==> src/rtl/veer_types.sv <==
// veer_types: shared FP scheduler types (op codes, FSM states, queue entry).
package veer_types;

    typedef enum logic [3:0] {
        FPU_FMADD    = 4'd0,
        FPU_FNMSUB   = 4'd1,
        FPU_ADD      = 4'd2,
        FPU_MUL      = 4'd3,
        FPU_DIV      = 4'd4,
        FPU_SQRT     = 4'd5,
        FPU_SGNJ     = 4'd6,
        FPU_MINMAX   = 4'd7,
        FPU_CMP      = 4'd8,
        FPU_CLASSIFY = 4'd9,
        FPU_F2I      = 4'd10,
        FPU_I2F      = 4'd11,
        FPU_F2F      = 4'd12
    } fpu_sched_op_e;

    typedef enum logic [1:0] {
        S_IDLE  = 2'd0,
        S_ISSUE = 2'd1,
        S_WAIT  = 2'd2,
        S_DRAIN = 2'd3
    } fpu_sched_state_e;

    typedef struct packed {
        fpu_sched_op_e op;
        logic          op_mod;
        logic [2:0]    rm;
        logic [95:0]   operands;
    } fpu_sched_entry_t;

    localparam logic [2:0] RM_DYN = 3'b111;

    // Dynamic rounding mode takes the live fcsr value at enqueue time.
    function automatic logic [2:0] resolve_rm(input logic [2:0] rm, input logic [2:0] frm);
        return (rm == RM_DYN) ? frm : rm;
    endfunction

endpackage

==> src/rtl/exu_fpu_sched_fifo.sv <==
// exu_fpu_sched_fifo: power-of-two issue queue with push/pop/clear and
// full/empty derived from a registered occupancy count.
module exu_fpu_sched_fifo #(
    parameter int DEPTH = 2,
    parameter int W     = 8
) (
    input  logic         clk,
    input  logic         rst_l,
    input  logic         push,
    input  logic         pop,
    input  logic         clear,
    input  logic [W-1:0] din,
    output logic [W-1:0] dout,
    output logic         full,
    output logic         empty
);

    localparam int AW = $clog2(DEPTH);

    logic [W-1:0]  mem [DEPTH];
    logic [AW-1:0] wr_ptr;
    logic [AW-1:0] rd_ptr;
    logic [AW:0]   count;
    logic          do_push;
    logic          do_pop;

    assign full    = count == (AW+1)'(DEPTH);
    assign empty   = count == '0;
    assign do_push = push & ~full & ~clear;
    assign do_pop  = pop & ~empty & ~clear;
    assign dout    = mem[rd_ptr];

    // Pointers are AW bits wide, so wrapping modulo DEPTH is free.
    always_ff @(posedge clk or negedge rst_l) begin
        if (!rst_l) begin
            wr_ptr <= '0;
            rd_ptr <= '0;
            count  <= '0;
        end else if (clear) begin
            wr_ptr <= '0;
            rd_ptr <= '0;
            count  <= '0;
        end else begin
            if (do_push) wr_ptr <= wr_ptr + 1'b1;
            if (do_pop)  rd_ptr <= rd_ptr + 1'b1;
            count <= count + (AW+1)'(do_push) - (AW+1)'(do_pop);
        end
    end

    always_ff @(posedge clk) begin
        if (do_push) mem[wr_ptr] <= din;
    end

endmodule

==> src/rtl/exu_fpu_sched.sv <==
// exu_fpu_sched: FP issue queue + single-in-flight scheduler to the FPU core.
// Optional exception-flag accumulation enabled by macro RV_FPU_FFLAGS_EN.
module exu_fpu_sched
    import veer_types::*;
#(
    parameter int DEPTH = 2,
    parameter int TAGW  = 5
) (
    input  logic            clk,
    input  logic            rst_l,
    input  logic            req_valid,
    output logic            req_ready,
    input  logic [3:0]      req_op,
    input  logic            req_op_mod,
    input  logic [2:0]      req_rm,
    input  logic [TAGW-1:0] req_tag,
    input  logic [31:0]     req_a,
    input  logic [31:0]     req_b,
    input  logic [31:0]     req_c,
    input  logic [2:0]      frm,
    input  logic            flush_lower,
    output logic            fpu_in_valid,
    input  logic            fpu_in_ready,
    output logic [3:0]      fpu_op,
    output logic            fpu_op_mod,
    output logic [2:0]      fpu_rm,
    output logic [95:0]     fpu_operands,
    input  logic            fpu_out_valid,
    input  logic [31:0]     fpu_result,
    input  logic [4:0]      fpu_status,
    input  logic            fpu_busy,
    output logic            fpu_out_ready,
    output logic            fpu_flush,
    output logic            wb_valid,
    output logic [TAGW-1:0] wb_tag,
    output logic [31:0]     wb_data,
    input  logic            fflags_clr,
    output logic [4:0]      fflags,
    output logic            sched_busy
);

    localparam int EW = $bits(fpu_sched_entry_t);

    fpu_sched_state_e  state;
    fpu_sched_entry_t  push_entry;
    fpu_sched_entry_t  head;
    logic [TAGW-1:0]   head_tag;
    logic [TAGW-1:0]   cur_tag;
    logic [EW+TAGW-1:0] q_out;
    logic              full;
    logic              empty;
    logic              push;
    logic              pop;
    logic              wb_fire;

    assign push_entry = '{op:       fpu_sched_op_e'(req_op),
                          op_mod:   req_op_mod,
                          rm:       resolve_rm(req_rm, frm),
                          operands: {req_c, req_b, req_a}};

    assign req_ready = ~full & ~flush_lower;
    assign push      = req_valid & req_ready;
    assign pop       = (state == S_ISSUE) & fpu_in_ready;
    assign wb_fire   = (state == S_WAIT) & fpu_out_valid & ~flush_lower;

    exu_fpu_sched_fifo #(.DEPTH(DEPTH), .W(EW + TAGW)) u_fifo (
        .clk   (clk),
        .rst_l (rst_l),
        .push  (push),
        .pop   (pop),
        .clear (flush_lower),
        .din   ({req_tag, push_entry}),
        .dout  (q_out),
        .full  (full),
        .empty (empty)
    );

    // Head is masked outside ISSUE so the uninitialised queue RAM never leaks out.
    assign fpu_in_valid  = state == S_ISSUE;
    assign head          = fpu_in_valid ? q_out[EW-1:0] : '0;
    assign head_tag      = q_out[EW+TAGW-1:EW];
    assign fpu_op        = head.op;
    assign fpu_op_mod    = head.op_mod;
    assign fpu_rm        = head.rm;
    assign fpu_operands  = head.operands;
    assign fpu_out_ready = 1'b1;
    assign sched_busy    = ~empty | (state != S_IDLE);

    always_ff @(posedge clk or negedge rst_l) begin
        if (!rst_l) begin
            state     <= S_IDLE;
            cur_tag   <= '0;
            wb_valid  <= 1'b0;
            wb_tag    <= '0;
            wb_data   <= '0;
            fpu_flush <= 1'b0;
        end else begin
            wb_valid  <= wb_fire;
            fpu_flush <= flush_lower;
            if (wb_fire) begin
                wb_tag  <= cur_tag;
                wb_data <= fpu_result;
            end
            case (state)
                S_IDLE:  if (!empty && !flush_lower) state <= S_ISSUE;
                S_ISSUE: begin
                    if (fpu_in_ready) begin
                        cur_tag <= head_tag;
                        state   <= flush_lower ? S_DRAIN : S_WAIT;
                    end else if (flush_lower) begin
                        state <= S_IDLE;
                    end
                end
                S_WAIT: begin
                    if (fpu_out_valid)
                        state <= (!flush_lower && !empty) ? S_ISSUE : S_IDLE;
                    else if (flush_lower)
                        state <= S_DRAIN;
                end
                S_DRAIN: if (!fpu_busy && !fpu_out_valid) state <= S_IDLE;
                default: state <= S_IDLE;
            endcase
        end
    end

`ifdef RV_FPU_FFLAGS_EN
    // A clear and a same-cycle status merge: clear first, then OR.
    always_ff @(posedge clk or negedge rst_l) begin
        if (!rst_l) fflags <= '0;
        else        fflags <= (fflags_clr ? 5'b0 : fflags) | (wb_fire ? fpu_status : 5'b0);
    end
`else
    logic unused_flags;
    assign unused_flags = ^{fflags_clr, fpu_status};
    assign fflags       = '0;
`endif

endmodule
==> config.mk <==
export PLATFORM = sky130hd
export DESIGN_NAME = exu_fpu_sched
export DESIGN_NICKNAME = d
export VERILOG_FILES = /design/src/rtl/veer_types.sv /design/src/rtl/exu_fpu_sched_fifo.sv /design/src/rtl/exu_fpu_sched.sv
export SDC_FILE = /design/constraint.sdc
export NUM_CORES = 1
export LEC_CHECK = 0
export CAP_MARGIN = 30
export CORE_MARGIN = 2
export CORE_UTILIZATION = 51
export CTS_CLUSTER_SIZE = 24
export DETAILED_ROUTE_END_ITERATION = 6
export PLACE_DENSITY = 0.84
export SETUP_SLACK_MARGIN = 0.3
export SLEW_MARGIN = 20
export SYNTH_ARGS = -nofsm -noshare
export SYNTH_HDL_FRONTEND = slang
export SYNTH_SLANG_ARGS = --single-unit
==> constraint.sdc <==
create_clock -name clk -period 18.7 [get_ports clk]
set_clock_uncertainty 0.1 [all_clocks]
set_input_delay 3.74 -clock clk [delete_from_list [all_inputs] [get_ports clk]]
set_output_delay 3.74 -clock clk [all_outputs]
set_load 0.01 [all_outputs]
==> results of run 1 <==
-- cells in the final DEF (no fill, tap or decap), drive strengths merged, types with 2 or more instances in the layout --
cell           instances
clkdlybuf4s50        295
edfxtp               218
mux2i                110
nor2                 108
dfrtp                 50
mux2                  39
clkbuf                34
clkinv                12
nand2                 11
buf                    9
o21ai                  8
conb                   6
inv                    5
o21a                   4
nand2b                 3
a21oi                  2
ha                     2
bufinv                 2
-- worst paths after layout --
check	start	end	cells after the start
setup reg to reg	u_fifo.count[1]$_DFF_PN0_	u_fifo.mem[0][101]$_DFFE_PP_	5
min in group asynchronous	rst_l	wb_data[13]$_DFFE_PN0P_	1
hold reg to reg	wb_data[1]$_DFFE_PN0P_	wb_data[1]$_DFFE_PN0P_	1
hold / removal	wb_data[1]$_DFFE_PN0P_	wb_data[1]$_DFFE_PN0P_	1
max in group asynchronous	rst_l	u_fifo.rd_ptr$_DFFE_PN0P_	2
setup / recovery	flush_lower	req_ready	3
-- sequential cells by signal (all words and copies together), names as in the netlist --
name / count
u_fifo.rd_ptr: 1
u_fifo.wr_ptr: 1
state: 2
wb_tag: 5
wb_valid: 1
wb_data: 32
fpu_flush: 1
u_fifo.mem: 218
cur_tag: 5
u_fifo.count: 2
-- cells by family (layout without fill, tap and decap cells) --
family | after synthesis | in the layout | synth area share (%)
AO/OA/AOI/OAI | 19 | 19 | 1.17
XOR/XNOR | 2 | 2 | 0.171
adder cells (fa/ha/maj) | 2 | 2 | 0.245
buffers and inverters | 40 | 357 | 2.10
flip-flops | 268 | 268 | 76.3
multiplexers | 149 | 149 | 15.1
other | 2 | 6 | 0.0734
AND/OR/NAND/NOR | 127 | 127 | 4.91
-- final cells by class --
cell class	count	area share, %
clock inverters	15	0.857
multi-input cells	305	15.7
well taps	265	2.32
clock buffers	34	5.12
flip-flops and latches	268	54.5
repair buffers	304	21.4
inverters	4	0.105
-- routing by layer --
metal | share of wire [%] | vias up
met5 | 0 | -
met4 | 3.3 | 0
met3 | 7.3 | 54
met2 | 52 | 243
met1 | 37 | 2937
li1 | - | 2822
-- worst max-delay path, stage by stage --
cell	delay (ns)
clkdlybuf4s50_1	0.65
a21oi_1	0.33
clkdlybuf4s50_1	0.61
-- metrics by stage --
stage / setup slack [ns] / hold slack (ns) / instances
2_1_floorplan: 9.12 / 0.346 / 613
3_3_place_gp: 9.54 / 0.357 / 1144
3_5_place_dp: 9.51 / 0.376 / 1146
4_1_cts: 9.51 / 0.390 / 1195
5_1_grt: 9.45 / 0.400 / 1195
6_report: 9.52 / 0.389 / 1195
-- power groups by stage --
stage                     Sequential, mW  Combinational, mW  Clock, mW
after floorplan                    0.785              0.218          0
after global placement             0.771              0.535          0
after detailed placement           0.773              0.549          0
after CTS                          0.762              0.555      0.524
after global routing               0.770              0.583      0.553
final                              0.762              0.547      0.512
==> flow_summary.yaml, run 1 <==
run_status:
  status: "finished, final reports clean"
finish:
  regArea_sq_um: 7800
  finalInstanceArea_sq_um: 14300
  fin_util_pct: 73.1
  areaGrowthSynthToFinish_pct: 40.0
  drive_gt1_share_pct: 7.63
  finalNetCount: 1069
  multiInputGateArea_sq_um: 2250
  diodes: 0
  fill_cells: 1259
yosys:
  ys_types: 31
  synth.most_common_cell: "edfxtp_1"
  synth_area_leader_cell: "edfxtp_1"
  synth_area_sq_um: 10200
  ys_warn_count: 0
  ys_ff_latch: 268
  synth.avg_cell_area_sq_um: 16.8
  synth_edf_count: 218
  synth_ff_type: "edfxtp_1"
  yosys-top-cells-area: "edfxtp_1 64%, dfrtp_1 12%, mux2i_1 11%"
  ys_async_sr_fraction_pct: 18.7
  yosysTopAreaCellShare_pct: 64.0
  ys_seq_area_share_pct: 76.3
  synthCells: 609
  synth_common_cells: "218 x edfxtp_1, 110 x mux2i_1, 108 x nor2_1, 50 x dfrtp_1, 21 x mux2_1"
sta:
  rsz0062_at_grt: "false"
  setup_tns_ns: 0
  min_period_ns: 9.18
  drv_slew: 0
  slew-limit-headroom_pct: 40.6
  worst_pin_slew_ns: 0.892
  setup_viol: 0
  fmax_mhz: 109
  hold_viol: 0
  fin_crit_sh_pct: 49.1
power:
  power.switching_mw: 0.496
  power_mw: 1.82
  combPwrFrac_pct: 30.1
  vdd_drop_max_v: 0.0000941
  p_int_mw: 1.32
  leakage_nw: 4.96
  p_clk_share_pct: 28.1
  pwr-share-seq_pct: 41.8
  p_per_area_nw_per_um2: 127
  swShare_pct: 27.3
placement:
  dpl_cell_area_sq_um: 13500
  dp_hpwl_um: 14700
  numPortBuffers: 296
  place_congestion: 0.754
detailed_routing:
  avgViaCountPerCell: 5.07
  vias: 6056
  wl_um: 22500
  drc: 0
  wl_per_cell_um: 18.8
  ant_nets: 0
  drtPass1Iterations: 5
  drt_iter0_drc: 343
setup_path:
  r2r_setup_slack_ns: 15.89
  path_class: "in2out"
  cp.arrival_ns: 5.34
  cp-start-kind: "primary input"
  required_ns: 14.86
  worstPathMaxFanout: 12
  end_kind: "output pin"
global_route:
  busiest_layer: "met2"
  grt.overflow.total: 0
  track_usage_pct: 21.0
  grt_max_degree: 67
  use_met1_pct: 23.6
  grt_pass1_wl_um: 35400
  grtUsageMet2_pct: 38.6
  grt_pass1_vias: 6592
  antenna_found_initial: 1
  use_met3_pct: 5.58
clock_network:
  cts_buffer_depth: 3
  htreeDepth: 1
  clk_pin_slew_worst_paths_ns: 0.06
  post_cts_buffers: 0
  worstSkewPairLatency_ns: 0.51
  hold_buffers: 0
  post_cts_resized: 0
  cts_tree: "yes"
  numCtsBuffers: 27
  cts-root-buf: "clkbuf_16"
  clkSinkCount: 268
floorplan:
  chipHeight_um: 146
  core_sq_um: 19600
  io_pins: 309
  initial_core_util_pct: 52.2
  num_rows: 51
  die_w_um: 146
  dieArea_sq_um: 21200
min_path:
  min_path_type: "reg2reg"
run:
  max-cap-violations: 0
Power figures use the tool's default switching activity.
==> inputs of run 2 (changes only) <==
--- a/config.mk
+++ b/config.mk
@@ -7,10 +7,10 @@
 export LEC_CHECK = 0
 export CAP_MARGIN = 30
 export CORE_MARGIN = 2
-export CORE_UTILIZATION = 51
+export CORE_UTILIZATION = 42
 export CTS_CLUSTER_SIZE = 24
 export DETAILED_ROUTE_END_ITERATION = 6
-export PLACE_DENSITY = 0.84
+export PLACE_DENSITY = 0.74
 export SETUP_SLACK_MARGIN = 0.3
 export SLEW_MARGIN = 20
 export SYNTH_ARGS = -nofsm -noshare
==> constraint.sdc (replaced) <==
create_clock -name clk -period 8.1 [get_ports clk]
set_clock_uncertainty 0.1 [all_clocks]
set_input_delay 1.62 -clock clk [delete_from_list [all_inputs] [get_ports clk]]
set_output_delay 1.62 -clock clk [all_outputs]
set_load 0.01 [all_outputs]
==> flow_summary.yaml, run 2 (same netlist as run 1, synthesis figures left out) <==
global_route:
  antenna_found_initial: 1
  grt_max_degree: 73
  track_usage_pct: 17.0
  grt_pass1_wl_um: 34400
  grt_pass1_vias: 6236
  grt.overflow.total: 0
setup_path:
  r2r_setup_slack_ns: 4.90
  required_ns: 6.38
  end_kind: "output pin"
  path_class: "in2out"
  cp-start-kind: "primary input"
  worstPathMaxFanout: 12
  cp.arrival_ns: 3.20
power:
  power_mw: 4.28
  leakage_nw: 4.99
  p_per_area_nw_per_um2: 296
  vdd_drop_max_v: 0.000202
detailed_routing:
  ant_nets: 0
  drc: 0
  avgViaCountPerCell: 4.80
  wl_per_cell_um: 17.5
  vias: 6049
  drt_iter0_drc: 286
  wl_um: 22000
  drtPass1Iterations: 4
finish:
  largest_reg_flops: 218
  finalNetCount: 1072
  fill_cells: 1909
  areaGrowthSynthToFinish_pct: 41.6
  multiInputGateArea_sq_um: 2250
  finalInstanceArea_sq_um: 14500
  regMostFlops: "u_fifo.mem"
  largestRegisters: "u_fifo.mem x218, wb_data x32"
  drive_gt1_share_pct: 7.82
  final_common_cell: "clkdlybuf4s50_1"
  layout.cells.non_filler: 1259
  mostFrequentLayoutCells: "295 x clkdlybuf4s50_1, 218 x edfxtp_1, 110 x mux2i_1"
  regArea_sq_um: 7800
sta:
  min_period_ns: 4.92
  setup_viol: 0
  fin_crit_sh_pct: 60.7
  drv_slew: 0
  slew-limit-headroom_pct: 43.0
  fmax_mhz: 203
  hold_viol: 0
  fin_ws_ns: 3.18
  setup_tns_ns: 0
  worst_pin_slew_ns: 0.855
  rsz0062_at_grt: "false"
placement:
  place_congestion: 0.749
  place_inst: 1206
  dp_hpwl_um: 14400
  preCtsSetupSlack_ns: 3.18
  dpl_cell_area_sq_um: 13500
  numPortBuffers: 296
clock_network:
  clkSinkCount: 268
  numCtsBuffers: 28
  post_cts_resized: 0
  clk_pin_slew_worst_paths_ns: 0.06
  cts_tree: "yes"
  worstSkewPairLatency_ns: 0.53
  htreeDepth: 1
  cts_buffer_depth: 3
  post_cts_buffers: 0
  hold_buffers: 0
  cts-root-buf: "clkbuf_16"
floorplan:
  num_rows: 57
  io_pins: 309
  core_sq_um: 24100
  dieArea_sq_um: 25600
  die_w_um: 160
  initial_core_util_pct: 42.4
  chipHeight_um: 160
min_path:
  min_path_type: "reg2reg"
run:
  max-cap-violations: 0
run_status:
  status: "finished, final reports clean"
==> run 2: cell count changes in the layout (fill, tap and decap cells not counted), moves of 2 or more <==
cell	previous run	this run
buf_12	0	2
bufinv_16	2	4
clkinv_1	6	9
clkinv_2	5	3
clkinvlp_4	0	2
==> run 2: power by group <==
part	leakage, nW	internal, mW	switching, mW
Clock	0.445	0.775	0.501
Sequential	2.62	1.67	0.0769
Combinational	1.93	0.683	0.574
Total	4.99	3.13	1.15
==> run 2: path summary, 6_finish.rpt <==
path / from / end / cells after the start
setup / recovery: flush_lower / req_ready / 3
hold / removal: cur_tag[3]$_DFFE_PN0P_ / cur_tag[3]$_DFFE_PN0P_ / 2
setup reg to reg: state[1]$_DFFE_PN0P_ / u_fifo.count[1]$_DFF_PN0_ / 10
hold reg to reg: cur_tag[3]$_DFFE_PN0P_ / cur_tag[3]$_DFFE_PN0P_ / 2
max in group asynchronous: rst_l / wb_data[2]$_DFFE_PN0P_ / 2
min in group asynchronous: rst_l / u_fifo.count[1]$_DFF_PN0_ / 1
==> run 2: final cells by class <==
cell class,count,share of cell area [%]
clock buffers,33,5.12
inverters,4,0.104
diodes,1,0.0173
multi-input cells,305,15.6
well taps,324,2.80
clock inverters,18,1.27
flip-flops and latches,268,53.9
repair buffers,306,21.3
==> run 2: worst max-delay path: stages <==
cell and delay (ns):
clkdlybuf4s50_1 0.65, a21oi_1 0.33, clkdlybuf4s50_1 0.60
==> run 2: per-stage QoR <==
step                util (%)  hold slack, ns
global placement        55.9           0.359
finish                  60.1           0.381
detailed placement      56.1           0.371
global route            60.1           0.400
CTS                     59.9           0.384
floorplan                  -           0.346
==> run 2: routing by layer <==
| metal | up-vias | global-route usage [%] | routed length, um |
|---|---|---|---|
| li1 | 2834 | - | - |
| met1 | 2952 | 20.5 | 8630 |
| met2 | 225 | 29.1 | 11000 |
| met3 | 38 | 5.25 | 1780 |
| met4 | 0 | 5.57 | 610 |
| met5 | - | 0 | 0 |
==> inputs of run 3 (changes only) <==
==> constraint.sdc (replaced) <==
create_clock -name clk -period 4.3 [get_ports clk]
set_clock_uncertainty 0.1 [all_clocks]
set_input_delay 0.86 -clock clk [delete_from_list [all_inputs] [get_ports clk]]
set_output_delay 0.86 -clock clk [all_outputs]
set_load 0.01 [all_outputs]
==> flow_summary.yaml, run 3 (same netlist as run 1, synthesis figures left out) <==
run_status:
  status: "finished, final reports clean"
detailed_routing:
  wl_um: 21800
  avgViaCountPerCell: 4.74
  drc: 0
  drt_iter0_drc: 345
  vias: 5994
  wl_per_cell_um: 17.3
  ant_nets: 0
  drtPass1Iterations: 4
floorplan:
  initial_core_util_pct: 42.4
  dieArea_sq_um: 25600
  io_pins: 309
  chipHeight_um: 160
  die_w_um: 160
  num_rows: 57
  core_sq_um: 24100
power:
  p_per_area_nw_per_um2: 547
  leakage_nw: 4.99
  vdd_drop_max_v: 0.000364
placement:
  dp_hpwl_um: 14700
  place_congestion: 0.747
  dpl_cell_area_sq_um: 13600
  numPortBuffers: 296
finish:
  final_common_cell: "clkdlybuf4s50_1"
  finalNetCount: 1078
  largest_reg_flops: 218
  regMostFlops: "u_fifo.mem"
  multiInputGateArea_sq_um: 2250
  mostFrequentLayoutCells: "295 x clkdlybuf4s50_1, 218 x edfxtp_1, 110 x mux2i_1"
  fill_cells: 1829
  finalInstanceArea_sq_um: 14500
  regArea_sq_um: 7800
  largestRegisters: "u_fifo.mem x218, wb_data x32"
  areaGrowthSynthToFinish_pct: 41.4
  diodes: 0
  drive_gt1_share_pct: 8.09
clock_network:
  cts-root-buf: "clkbuf_16"
  htreeDepth: 1
  numCtsBuffers: 28
  clk_pin_slew_worst_paths_ns: 0.06
  cts_buffer_depth: 3
  cts_tree: "yes"
  worstSkewPairLatency_ns: 0.52
  clkSinkCount: 268
  post_cts_buffers: 0
  hold_buffers: 0
  post_cts_resized: 0
setup_path:
  r2r_cells: 5
  path_class: "reg2out"
  r2r_start: "state[1]$_DFFE_PN0P_"
  cp-start-kind: "register"
  reg2reg_to: "state[0]$_DFFE_PN0P_"
  r2r_setup_slack_ns: 1.78
  required_ns: 3.34
  cp.arrival_ns: 2.75
  worstPathMaxFanout: 53
  end_kind: "output pin"
sta:
  setup_viol: 0
  drv_slew: 0
  rsz0062_at_grt: "false"
  min_period_ns: 3.71
  worst_pin_slew_ns: 0.711
  slew-limit-headroom_pct: 52.6
  fmax_mhz: 269
  hold_viol: 0
  setup_tns_ns: 0
  fin_crit_sh_pct: 86.3
run:
  max-cap-violations: 0
global_route:
  track_usage_pct: 16.5
  antenna_found_initial: 1
  grt.overflow.total: 0
  grt_max_degree: 64
  grt_pass1_vias: 6209
  grt_pass1_wl_um: 33500
min_path:
  min_path_type: "in2async"
## run 3: through the flow
stage | hold slack [ns] | util (%) | instances | setup slack [ns] | power (mW)
after floorplan | 0.346 | - | 613 | 0.639 | 4.35
after global placement | 0.357 | 56.3 | 1212 | 1.07 | 5.71
after detailed placement | 0.367 | 56.4 | 1213 | 1.07 | 5.76
after CTS | 0.186 | 60.0 | 1264 | 0.551 | 8.01
after global routing | 0.214 | 60.0 | 1264 | 0.431 | 8.29
final | 0.195 | 60.0 | 1264 | 0.588 | 7.90
## run 3: cell type report
cell class,instances,area share [%]
inverters,4,0.104
repair buffers,312,21.6
clock buffers,40,5.37
multi-input cells,305,15.6
clock inverters,11,0.545
flip-flops and latches,268,54.0
well taps,324,2.80
## run 3: power by group
| group | switching, mW | leakage (nW) | internal (mW) |
|---|---|---|---|
| clock network | 0.921 | 0.409 | 1.31 |
| registers | 0.154 | 2.62 | 3.15 |
| logic | 1.07 | 1.96 | 1.30 |
## run 3: worst max-delay path by stage
| stage | endpoint | from | slack [ns] |
|---|---|---|---|
| 5_1_grt | fpu_operands[53] | state[1]$_DFFE_PN0P_ | 0.43 |
| 2_1_floorplan | u_fifo.mem[0][0]$_DFFE_PP_ | flush_lower | 0.64 |
| 3_3_place_gp | req_ready | flush_lower | 1.07 |
| 6_report | fpu_operands[64] | state[1]$_DFFE_PN0P_ | 0.59 |
| 3_5_place_dp | req_ready | flush_lower | 1.07 |
| 4_1_cts | fpu_operands[64] | state[1]$_DFFE_PN0P_ | 0.55 |
## run 3: worst max-delay path, stage by stage, from the launching register on
cell and delay [ns]:
dfrtp_1 0.42, nand2b_4 0.55, buf_4 0.52, nor2_1 0.12
clkdlybuf4s50_1 0.52
## run 3: per-layer routing
metal	share of wire, %	vias to the layer above	GRT usage [%]
met5	0.046	-	0
met4	2.1	2	5.00
met3	8.4	30	5.12
met2	51	249	29.1
met1	39	2871	19.5
li1	-	2842	-
